## config.mk

```make
export PLATFORM = sky130hd
export DESIGN_NAME = rtc_clock
export DESIGN_NICKNAME = d
export VERILOG_FILES = /design/src/rtl/rtc_clock.sv
export SDC_FILE = /design/constraint.sdc
export NUM_CORES = 1
export LEC_CHECK = 0
export CORE_MARGIN = 1.5
export CORE_UTILIZATION = 56
export CTS_CLUSTER_DIAMETER = 50
export DETAILED_ROUTE_END_ITERATION = 16
export PLACE_DENSITY = 0.9
export SYNTH_ARGS = -nofsm -noshare
export SYNTH_HDL_FRONTEND = slang
export SYNTH_SLANG_ARGS = --single-unit
```

## constraint.sdc

```tcl
create_clock -name clk -period 4.5 [get_ports clk]
set_input_delay 1.35 -clock clk [delete_from_list [all_inputs] [get_ports clk]]
set_output_delay 1.35 -clock clk [all_outputs]
set_load 0.03 [all_outputs]
```

## src/rtl/rtc_clock.sv

```systemverilog
// Real-time clock: prescaled seconds counter with 24h internal time,
// 12h/24h display decode, one-shot time load and a minute-resolution alarm.
module rtc_clock #(
    parameter int unsigned TICKS_PER_SEC = 50000000
) (
    input  logic       clk,
    input  logic       rst_n,
    input  logic       run,
    input  logic       mode_24h,
    input  logic       set_valid,
    input  logic [4:0] set_hours,
    input  logic [5:0] set_minutes,
    input  logic [5:0] set_seconds,
    input  logic       alarm_en,
    input  logic [4:0] alarm_hours,
    input  logic [5:0] alarm_minutes,
    output logic [4:0] hours,
    output logic [5:0] minutes,
    output logic [5:0] seconds,
    output logic       am_pm,
    output logic       sec_tick,
    output logic       day_tick,
    output logic       alarm_hit,
    output logic       set_ack,
    output logic       set_err
);

    localparam int unsigned PW = (TICKS_PER_SEC > 1) ? $clog2(TICKS_PER_SEC) : 1;
    localparam logic [PW-1:0] PRESC_MAX = PW'(TICKS_PER_SEC - 1);

    logic [PW-1:0] presc_q, presc_d;
    logic [4:0]    h24_q, h24_d;
    logic [5:0]    min_q, min_d;
    logic [5:0]    sec_q, sec_d;
    logic          sec_tick_q, sec_tick_d;
    logic          day_tick_q, day_tick_d;
    logic          alarm_hit_q, alarm_hit_d;
    logic          set_ack_q, set_ack_d;
    logic          set_err_q, set_err_d;

    logic advance_c;
    logic set_ok_c;
    logic alarm_ok_c;
    logic day_wrap_c;

    // Qualifiers for the current edge
    assign advance_c  = run && (presc_q == PRESC_MAX);
    assign set_ok_c   = set_valid && (set_hours < 5'd24) && (set_minutes < 6'd60)
                        && (set_seconds < 6'd60);
    assign alarm_ok_c = (alarm_hours < 5'd24) && (alarm_minutes < 6'd60);
    assign day_wrap_c = (h24_q == 5'd23) && (min_q == 6'd59) && (sec_q == 6'd59);

    // Next-state: prescaler, time roll-over, load and status pulses
    always_comb begin
        presc_d     = presc_q;
        h24_d       = h24_q;
        min_d       = min_q;
        sec_d       = sec_q;
        sec_tick_d  = 1'b0;
        day_tick_d  = 1'b0;
        alarm_hit_d = 1'b0;
        set_ack_d   = 1'b0;
        set_err_d   = 1'b0;

        if (run) begin
            presc_d = advance_c ? '0 : presc_q + PW'(1);
        end

        if (set_ok_c) begin
            // A valid load overrides any advance and restarts the second
            h24_d     = set_hours;
            min_d     = set_minutes;
            sec_d     = set_seconds;
            presc_d   = '0;
            set_ack_d = 1'b1;
        end else begin
            set_err_d = set_valid;
            if (advance_c) begin
                if (sec_q == 6'd59) begin
                    sec_d = 6'd0;
                    if (min_q == 6'd59) begin
                        min_d = 6'd0;
                        h24_d = (h24_q == 5'd23) ? 5'd0 : h24_q + 5'd1;
                    end else begin
                        min_d = min_q + 6'd1;
                    end
                end else begin
                    sec_d = sec_q + 6'd1;
                end
                sec_tick_d  = 1'b1;
                day_tick_d  = day_wrap_c;
                alarm_hit_d = alarm_en && alarm_ok_c && (h24_d == alarm_hours)
                              && (min_d == alarm_minutes) && (sec_d == 6'd0);
            end
        end
    end

    // State register with synchronous active-low reset
    always_ff @(posedge clk) begin
        if (!rst_n) begin
            presc_q     <= '0;
            h24_q       <= 5'd0;
            min_q       <= 6'd0;
            sec_q       <= 6'd0;
            sec_tick_q  <= 1'b0;
            day_tick_q  <= 1'b0;
            alarm_hit_q <= 1'b0;
            set_ack_q   <= 1'b0;
            set_err_q   <= 1'b0;
        end else begin
            presc_q     <= presc_d;
            h24_q       <= h24_d;
            min_q       <= min_d;
            sec_q       <= sec_d;
            sec_tick_q  <= sec_tick_d;
            day_tick_q  <= day_tick_d;
            alarm_hit_q <= alarm_hit_d;
            set_ack_q   <= set_ack_d;
            set_err_q   <= set_err_d;
        end
    end

    // Display decode: hour format follows mode_24h immediately, state untouched
    always_comb begin
        if (mode_24h) begin
            hours = h24_q;
        end else if (h24_q == 5'd0) begin
            hours = 5'd12;
        end else if (h24_q > 5'd12) begin
            hours = h24_q - 5'd12;
        end else begin
            hours = h24_q;
        end
    end

    assign am_pm     = (h24_q >= 5'd12);
    assign minutes   = min_q;
    assign seconds   = sec_q;
    assign sec_tick  = sec_tick_q;
    assign day_tick  = day_tick_q;
    assign alarm_hit = alarm_hit_q;
    assign set_ack   = set_ack_q;
    assign set_err   = set_err_q;

endmodule

```

==> impl_results.md, run 1 <==
- Status: finished clean
- MaxCap Viol Count: 0
- Root Driver: clkbuf_8
- Crit. End Element: output port
- Yosys reg bits: 48
- Fraction of layout cells with a size suffix above 1: approximately 3.5%
- Mean Syn Cell Area: around 7.7 um^2
- Post-CTS Hold Fix Bufs: 0
- Mapped cell area: 2955 um^2
- I/O pin count: between 50 and 60
- Total power divided by cell area: between 200 and 300 nW/um^2
- Num rows: 26
- Top FF cell, synth: dfxtp_1
- WL/cell: roughly 15 um
- Overall Global Routing Usage: 28.03%
- Commonest cells after routing, fill and taps aside: 56 x clkdlybuf4s50_1, 51 x nor2_1, 48 x dfxtp_1
- Post-cts resize count: 0
- DRC viols: 0
- Vias in the first global route: roughly 2800
- Chip width: 75.65 um
- Clock Path Buffers: 2
- Post-synth net total: between 400 and 500
- Layout Nets: 473
- Final min period: 4.374 ns
- Final setup vio count: 0
- Vias: just over 3000
- Post-synth EDFFs: 0
- RR Startpoint: seconds[0]
- Initial antenna violation count: 0
- Distinct cells, synth: 53
- Commonest non-fill, non-tap cell in the layout: clkdlybuf4s50_1
- Hold depth: 2
- Slew Limit Headroom: between 50% and 60%
- Reg2reg end: alarm_hit
- GRT overflow: 0
- Area leader, netlist: dfxtp_1
- Antenna diodes: 0
- CTS clk-pin slew, worst paths: 0.09 ns
- First-pass GRT wire length: 12360 um
- Detail Placement HPWL: between 5000 and 6000 um
- Drt first pass iters: 5
- Max VDD drop: around 150 uV
- Post-synthesis sequential area ratio: 32.51%
- Tightest Pin Transition: between 0.6 and 0.7 ns
- CTS tree: yes
- Worst-Skew Late Latency: ~0.31 ns
- TNS Setup: 0 ns
- Crit-path max FO: 5
- Die area: between 5000 and 6000 um^2
- Post-DR vias/cell: slightly above 6
- DR iter-0 viols: 188
- Worst r2r path cells: 7
- Static Leak: approximately 1.3 nW
- Depth of the CTS H-tree: 2
- Layout area overhead: 23.71%
- Largest net degree at the start of global routing: 37
- Total wire length: approximately 7700 um
- CP Class: in -> out
- Num CTS Buffers: 5
- Sink Count: 48
- Hold Path End: presc_q[23]
- Hold_sp: presc_q[23]
- Gpl congestion: 0.8886
- Utilization after layout: 71.58%
- Ys async rst share: 0%
- Initial Utilization: about 58%
- Post-CTS Setup Bufs: 0
- Core box area: between 5000 and 6000 um^2
- Hold/Removal Path Class: reg -> reg
- Crit start category: input port
- Crit path required time: 3.15 ns
- Skew final: ~0.0096 ns
- PortBufs: between 50 and 60
- Detail Route Antenna Nets: 0
- Share of the synthesized area in the top cell type: about a third
- Max-slew violations: 0
- RSZ-0062 raised after global routing: false
- Post-Synthesis Cells: about 390
- Setup slack, reg-to-reg: 1.92 ns
- Worst EP arrival: a little over 3 ns
- Period Utilization, post-route: approximately 100%
- Die Ht: between 70 and 80 um
- Synth area leaders: dfxtp_1 33%, xor2_1 7.1%, nor2_1 6.5%
- Synth warn: 0
- Fmax: 0.2286 GHz
- Final Hold Fails: 0
[worst max-delay path by stage]
stage,startpoint,to,slack [ns],cells after the start
finish,mode_24h,hours[3],0.13,4
global route,mode_24h,hours[3],0.05,4
CTS,mode_24h,hours[3],0.14,4
detailed placement,mode_24h,hours[3],0.14,4
global placement,mode_24h,hours[3],0.18,4
floorplan,mode_24h,hours[3],1.15,2
[stage by stage]
stage | hold slack [ns] | total power [W] | setup WS, ns | area (um^2) | cells
after global routing | 0.5414 | 0.001022 | 0.05131 | 3656 | 501
after global placement | 0.4883 | 0.0006637 | 0.1794 | 3541 | 493
after floorplan | 0.4722 | 0.0005809 | 1.153 | 2955 | 385
after CTS | 0.5188 | 0.0009881 | 0.1353 | 3656 | 501
final | 0.5147 | 0.0009878 | 0.1257 | 3656 | 501
after detailed placement | 0.4949 | 0.0006691 | 0.1385 | 3541 | 493
[cells by family (layout without fill, tap and decap cells)]
logic type | after synthesis | count (layout) | share of synthesized area (%)
fa+ha+maj | 9 | 9 | 3.810
buf+inv | 29 | 75 | 3.895
flops | 48 | 48 | 32.51
simple gates | 177 | 177 | 30.40
xor+xnor | 32 | 32 | 9.484
mux | 7 | 7 | 2.371
compound gates | 83 | 83 | 17.53
[cell usage after synthesis (4+ instances only)]
cell,count
mux2i_1,7
nor2_1,51
and4_1,4
nand4_1,17
ha_1,9
o21ai_0,19
dfxtp_1,48
and3_1,8
clkbuf_1,17
a31oi_1,10
xnor2_1,8
a21oi_1,27
nand2_1,34
o211ai_1,4
nor3_1,9
or3_1,6
nand3_1,20
xor2_1,24
nor4_1,5
inv_1,8
[report_power, final]
part	switching [W]	internal [W]	total (W)
sequential	0.0000268	0.000439	0.000466
clock	0.000158	0.000168	0.000325
combinational	0.000107	0.0000899	0.000197
[state kept, by name, indices dropped and copies added (netlist names)]
name,cells
presc_q,26
minutes,6
day_tick,1
sec_tick,1
h24_q,5
set_ack,1
set_err,1
alarm_hit,1
seconds,6
[area by class of cell]
type | instances | area [um^2]
clock buffers | 5 | 68.82
clock inverters | 3 | 46.29
fillers | 435 | 1451
inverters | 8 | 30.03
multi-input cells | 308 | 1879
flip-flops and latches | 48 | 960.9
well taps | 70 | 87.58
repair buffers | 59 | 583.1
[layer usage]
layer  track usage [%]  share of wire (%)  routed length [um]
met2             48.73                 51                3910
met4             9.524                1.4                 105
met5                 0                  0                   0
met1             34.80                 40                3132
met3             5.291                7.6                 592
[worst max-delay path: stages]
cell and delay, ns:
clkdlybuf4s50_1 0.48, or3_1 0.40, o211ai_1 0.11, clkdlybuf4s50_1 0.70
Power figures use the tool's default switching activity.
==> run 2, diff against run 1 <==
--- a/config.mk
+++ b/config.mk
@@ -9,7 +9,7 @@
 export CORE_UTILIZATION = 56
 export CTS_CLUSTER_DIAMETER = 50
 export DETAILED_ROUTE_END_ITERATION = 16
-export PLACE_DENSITY = 0.9
+export PLACE_DENSITY = 0.85
 export SYNTH_ARGS = -nofsm -noshare
 export SYNTH_HDL_FRONTEND = slang
 export SYNTH_SLANG_ARGS = --single-unit
==> run 2 against run 1 <==
Die area unchanged. Fmax up 0.53%. Utilization unchanged. Sequential power about the same.
==> impl_results.md, run 2 (synthesis gave the netlist of run 1 again) <==
- Status: finished clean
- Post-CTS Setup Bufs: 0 (unchanged)
- CTS clk-pin slew, worst paths: 0.10 ns (about the same)
- Crit. End Element: output port
- Skew final: 0.009417 ns (-0.0001588 ns)
- Worst r2r path cells: 7 (unchanged)
- First-pass GRT wire length: 12140 um (-1.8%)
- Slew Limit Headroom: 46.60% (-8.0 points)
- Overall Global Routing Usage: 28.01% (about the same)
- Post-cts resize count: 0 (unchanged)
- Drt first pass iters: 5 (unchanged)
- Crit path to: hours[3]
- Reg2reg end: alarm_hit
- Most flop-heavy register: presc_q
- Tightest Pin Transition: 0.7936 ns (+0.1192 ns)
- Num rows: 26 (unchanged)
- MaxCap Viol Count: 0 (unchanged)
- Clock Path Buffers: 2 (unchanged)
- CTS tree: yes
- Hold/Removal Path Class: reg -> reg
- Crit path launch: mode_24h
- Max VDD drop: 161.1 uV (+7.0%)
- Crit-path most repeated cell: clkdlybuf4s50_1
- Sink Count: 48 (unchanged)
- Static Leak: 1.262 nW (unchanged)
- Worst EP arrival: 3.00 ns (-0.02 ns)
- Crit start category: input port
- Commonest cells after routing, fill and taps aside: 56 x clkdlybuf4s50_1, 51 x nor2_1, 48 x dfxtp_1
- Gpl congestion: 0.9096 (+2.4%)
- Post-CTS Hold Fix Bufs: 0 (unchanged)
- Crit path required time: 3.15 ns (about the same)
- Initial Utilization: 57.86% (unchanged)
- Setup slack, reg-to-reg: 1.95 ns (+0.03 ns)
- Total power divided by cell area: 271.4 nW/um^2 (+0.44%)
- DR iter-0 viols: 151 (-20%)
- Commonest non-fill, non-tap cell in the layout: clkdlybuf4s50_1
- Final min period: 4.351 ns (-0.02326 ns)
- Depth of the CTS H-tree: 2 (unchanged)
- Die Ht: 75.65 um (unchanged)
- Final setup vio count: 0 (unchanged)
- Antenna diodes: 0 (unchanged)
- Hold Worst Slack: 0.5199 ns (+0.005281 ns)
- Num CTS Buffers: 5 (unchanged)
- GRT overflow: 0 (unchanged)
- RSZ-0062 raised after global routing: false
- Core box area: 5107 um^2 (unchanged)
- Largest net degree at the start of global routing: 37 (unchanged)
- TNS Setup: 0 ns (unchanged)
- Final Hold Fails: 0 (unchanged)
- Post-DR vias/cell: 6.136 (+1.6%)
- Total wire length: 7784 um (+0.57%)
- PortBufs: 56 (unchanged)
- Die area: 5722 um^2 (unchanged)
- Fmax: 0.2298 GHz (+0.53%)
- Vias in the first global route: 2660 (-5.5%)
- Detail Route Antenna Nets: 0 (unchanged)
- WL/cell: 15.54 um (+0.57%)
- Chip width: 75.65 um (unchanged)
- DRC viols: 0 (unchanged)
- Layout area overhead: 23.71% (unchanged)
- Root Driver: clkbuf_8
- RR Startpoint: minutes[0]
- Crit-path max FO: 5 (unchanged)
- Max incr delay on CP: 0.69 ns (about the same)
- Vias: 3074 (+1.6%)
- Max reg flops: 26 (unchanged)
- Worst-Skew Late Latency: 0.31 ns (about the same)
- Layout Nets: 473 (unchanged)
- I/O pin count: 57 (unchanged)
- Fraction of layout cells with a size suffix above 1: 3.480% (unchanged)
- Worst-path cell chain: clkdlybuf4s50_1 -> or3_1 -> o211ai_1 -> clkdlybuf4s50_1
- CP Class: in -> out
- Detail Placement HPWL: 5722 um (+0.50%)
- CP max-delay cell: clkdlybuf4s50_1
- Initial antenna violation count: 0 (unchanged)
- Period Utilization, post-route: 96.69% (-0.52 points)
- Max-slew violations: 0 (unchanged)
## run 2: how the worst min path moves through the flow
stage                      startpoint     endpoint  slack (ns)  cells past startpoint
after global placement    presc_q[23]  presc_q[23]        0.49                      2
after CTS                 presc_q[15]  presc_q[15]        0.53                      2
after global routing       presc_q[1]   presc_q[1]        0.57                      2
after floorplan           presc_q[15]  presc_q[15]        0.47                      2
final                     presc_q[15]  presc_q[15]        0.52                      2
after detailed placement  presc_q[23]  presc_q[23]        0.50                      2
## run 2: layout make-up
type	instances	area, um^2
multi-input combinational	308	1879
fill	426	1451
sequential	48	960.9
timing repair buffer	59	583.1
tap	70	87.58
clock buffer	5	68.82
clock inverter	3	46.29
inverter	8	30.03
## run 2: per-layer routing
layer  track usage, %  share of wire (%)  vias up
met3            5.026                7.6       13
met1            36.01                 42     1423
met2            46.69                 48      143
li1                 -                  -     1495
met5                0                  0        -
met4            10.91                1.7        0
## run 2: stage by stage
step / area (um^2) / utilization, % / total power, W / std cells / worst slack (ns)
after detailed placement: 3541 / 69.33 / 0.0006677 / 493 / 0.1566
final: 3656 / 71.58 / 0.0009922 / 501 / 0.1489
after CTS: 3656 / 71.58 / 0.0009911 / 501 / 0.1536
after global placement: 3541 / 69.33 / 0.0006643 / 493 / 0.1791
after global routing: 3656 / 71.58 / 0.001027 / 501 / 0.08905
after floorplan: 2955 / - / 0.0005809 / 385 / 1.153
## run 2: worst max-delay path, delay by kind of cell
kind	cells	cell delay (ns)
AND/OR/NAND/NOR	1	0.40
AO/OA/AOI/OAI	1	0.09
buffers and inverters	2	1.16
## run 2: power by group
group	leakage [nW]	switching [W]	total, W	internal (W)
combinational	0.816	0.000107	0.000197	0.0000898
sequential	0.391	0.0000264	0.000465	0.000439
clock	0.0548	0.000163	0.000330	0.000168
==> run 3, diff against run 2 <==
--- a/config.mk
+++ b/config.mk
@@ -5,11 +5,15 @@
 export SDC_FILE = /design/constraint.sdc
 export NUM_CORES = 1
 export LEC_CHECK = 0
+export ABC_AREA = 1
+export CAP_MARGIN = 25
+export CELL_PAD_IN_SITES_DETAIL_PLACEMENT = 1
+export CELL_PAD_IN_SITES_GLOBAL_PLACEMENT = 2
 export CORE_MARGIN = 1.5
-export CORE_UTILIZATION = 56
+export CORE_UTILIZATION = 31
 export CTS_CLUSTER_DIAMETER = 50
 export DETAILED_ROUTE_END_ITERATION = 16
-export PLACE_DENSITY = 0.85
+export PLACE_DENSITY_LB_ADDON = 0.1
 export SYNTH_ARGS = -nofsm -noshare
 export SYNTH_HDL_FRONTEND = slang
 export SYNTH_SLANG_ARGS = --single-unit
==> run 3 against run 2 <==
Via count increased by 9.4%. Combinational power decreased by 5%. Routed wire length increased by 31%. Sequential cell count unchanged. Critical path depth increased by 1. Final cell count increased by 35%. Setup slack improved by 0.026 ns. Clock-buffer cell count increased by 1. Clock skew decreased by 0.0048 ns. Sequential power decreased by 3%. Critical endpoint is now hours[2].
==> impl_results.md, run 3 <==
- Sequential share of power: 45.5% (-1.4 points)
- Fillers: 1338 (+210%)
- CP Class: in -> out
- Clock Path Buffers: 2 (unchanged)
- Layout area overhead: 24.97%
- Share of the synthesized area in the top cell type: 29.37% (-3.1 points)
- Gpl congestion: 0.8240 (-9.4%)
- Yosys reg bits: 48 (unchanged)
- Sink Count: 48 (unchanged)
- Total power divided by cell area: 242.2 nW/um^2 (-11%)
- Max VDD drop: 129.0 uV (-20%)
- Post-synth net total: 524 (+22%)
- MaxCap Viol Count: 0 (unchanged)
- Crit. End Element: output port
- Area leader, netlist: dfxtp_1
- Initial Utilization: 31.84% (-26 points)
- Most common cell in the netlist: nand2_1
- Die area: 11180 um^2 (+95%)
- Cell internal pwr: 0.0006966 W (about the same)
- Crit path required time: 3.15 ns (about the same)
- Depth of the CTS H-tree: 2 (unchanged)
- Most flop-heavy register: presc_q
- Max reg flops: 26 (unchanged)
- Detail Placement HPWL: 8158 um (+43%)
- Ys async rst share: 0% (unchanged)
- Die Ht: 105.7 um (+40%)
- Crit-path max FO: 4 (-1)
- Commonest non-fill, non-tap cell in the layout: nand2_1
- Root Driver: clkbuf_8
- RR Startpoint: seconds[0]
- Slew Limit Headroom: 63.54% (+17 points)
- M3 GR Usage: 3.030% (-2.0 points)
- Post-Synthesis Cells: 481 (+25%)
- PortBufs: 56 (unchanged)
- Post-synth EDFFs: 0 (unchanged)
- Antenna diodes: 0 (unchanged)
- Post-CTS Setup Bufs: 0 (unchanged)
- Hold Path End: presc_q[22]
- Detail Route Antenna Nets: 0 (unchanged)
- Vias: 3363 (+9.4%)
- Final setup vio count: 0 (unchanged)
- Synth area leaders: dfxtp_1 29%, nand2_1 14%, inv_1 5.3%
- Max-slew violations: 0 (unchanged)
- GRT overflow: 0 (unchanged)
- Num CTS Buffers: 5 (unchanged)
- Reg2reg end: alarm_hit
- Largest net degree at the start of global routing: 18 (-51%)
- Overall Global Routing Usage: 19.10% (-8.9 points)
- Distinct cells, synth: 42 (-21%)
- Commonest cells after routing, fill and taps aside: 126 x nand2_1, 56 x clkdlybuf4s50_1, 48 x dfxtp_1
- Mapped cell area: 3272 um^2 (+11%)
- CTS clk-pin slew, worst paths: 0.10 ns (about the same)
- Drt first pass iters: 4 (-1)
- Initial antenna violation count: 0 (unchanged)
- Skew final: 0.004591 ns (-0.004827 ns)
- Met1 usage: 26.88% (-9.1 points)
- Fraction of layout cells with a size suffix above 1: 11.67% (+8.2 points)
- DR iter-0 viols: 73 (-52%)
- Hold depth: 1 (-1)
- Hold/Removal Path Class: reg -> reg
- Tightest Pin Transition: 0.5419 ns (-0.2517 ns)
- Hold_sp: presc_q[22]
- Core box area: 10280 um^2 (+100%)
- Synth warn: 0 (unchanged)
- WL/cell: 15.08 um (-2.9%)
- Crit start category: input port
- First-pass GRT wire length: 16840 um (+39%)
- Post-cts resize count: 0 (unchanged)
- Total wire length: 10200 um (+31%)
- GR peak layer: met2
- TNS Setup: 0 ns (unchanged)
- I/O pin count: 57 (unchanged)
- Fmax: 0.2312 GHz (+0.61%)
- Layout Nets: 582 (+23%)
- Clock Power Share: 35.6% (+2.3 points)
- Power share of the combinational group: 18.8% (-1.0 points)
- Worst-Skew Late Latency: 0.32 ns (about the same)
- CTS tree: yes
- Utilization after layout: 39.79% (-32 points)
- Setup slack, reg-to-reg: 2.28 ns (+0.33 ns)
- Placed Instance Area: 3963 um^2 (+12%)
- DRC viols: 0 (unchanged)
- Final Cell Area: 4089 um^2 (+12%)
- Vias in the first global route: 3315 (+25%)
- Psw: 0.0002939 W (-0.65%)
- Num rows: 37 (+42%)
- Post-CTS Hold Fix Bufs: 0 (unchanged)
- Static Leak: 1.537 nW (+22%)
- Mean Syn Cell Area: 6.802 um^2 (-11%)
- Overall Power: 0.0009905 W (-0.16%)
- Sw Share: 29.67% (-0.14 points)
- Synth top cells by count: 126 x nand2_1, 48 x dfxtp_1, 46 x inv_1, 43 x nor2_1, 32 x nand3_1
- Top FF cell, synth: dfxtp_1
- Post-synthesis sequential area ratio: 29.37% (-3.1 points)
- Chip width: 105.7 um (+40%)
- Worst r2r path cells: 13 (+6)
- Final min period: 4.325 ns (-0.02640 ns)
- Post-DR vias/cell: 4.975 (-19%)
- Period Utilization, post-route: 96.10% (-0.59 points)
- Status: finished clean
- Grt met2 use: 30.38% (-16 points)
- RSZ-0062 raised after global routing: false
- Final Hold Fails: 0 (unchanged)
- Worst EP arrival: 2.97 ns (-0.03 ns)
[run 3: cell type report]
cell class	count	area, um^2	share of cell area [%]
multi-input cells	369	2048	50.09
repair buffers	57	568.0	13.89
flip-flops and latches	48	960.9	23.50
well taps	136	170.2	4.162
inverters	58	220.2	5.386
clock buffers	6	82.58	2.020
clock inverters	2	38.79	0.9486
[run 3: worst max-delay path: stages]
cell and delay (ns):
clkdlybuf4s50_1 0.48, nor3_2 0.29, a21oi_1 0.09, o21ai_0 0.08, clkdlybuf4s50_1 0.68
[run 3: through the flow]
step / hold WS [ns] / worst slack, ns / instances
finish: 0.4662 / 0.1753 / 676
global route: 0.4990 / 0.02380 / 676
CTS: 0.4682 / 0.06375 / 676
detailed placement: 0.4533 / 0.07063 / 668
global placement: 0.4404 / 0.1231 / 668
floorplan: 0.4271 / 1.044 / 481
[run 3: power groups by stage]
| stage | Combinational (W) | Clock (W) | Sequential (W) |
|---|---|---|---|
| floorplan | 0.0000911 | 0 | 0.000472 |
| global placement | 0.000185 | 0 | 0.000461 |
| detailed placement | 0.000187 | 0 | 0.000461 |
| CTS | 0.000188 | 0.000367 | 0.000451 |
| global route | 0.000205 | 0.000382 | 0.000453 |
| finish | 0.000187 | 0.000353 | 0.000451 |
[run 3: per-layer routing]
layer	vias up	wire length [um]
met4	0	136
li1	1714	-
met5	-	0
met3	9	308
met1	1596	5193
met2	44	4560
[run 3: cell families after synthesis]
kind of cell / after synthesis / share of synthesized area (%)
buffers and inverters: 64 / 8.184
xor gates and xnor gates: 9 / 2.409
and+or+nand+nor: 275 / 42.49
AOI/OAI and AO/OA: 76 / 14.11
adders and majority gates: 9 / 3.442
DFF: 48 / 29.37
[run 3: worst max-delay path by stage]
stage	startpoint	end	cells after the start	slack [ns]
floorplan	mode_24h	hours[2]	2	1.04
global placement	mode_24h	hours[2]	5	0.12
detailed placement	mode_24h	hours[2]	5	0.07
CTS	mode_24h	hours[2]	5	0.06
global route	mode_24h	hours[2]	5	0.02
finish	mode_24h	hours[2]	5	0.18
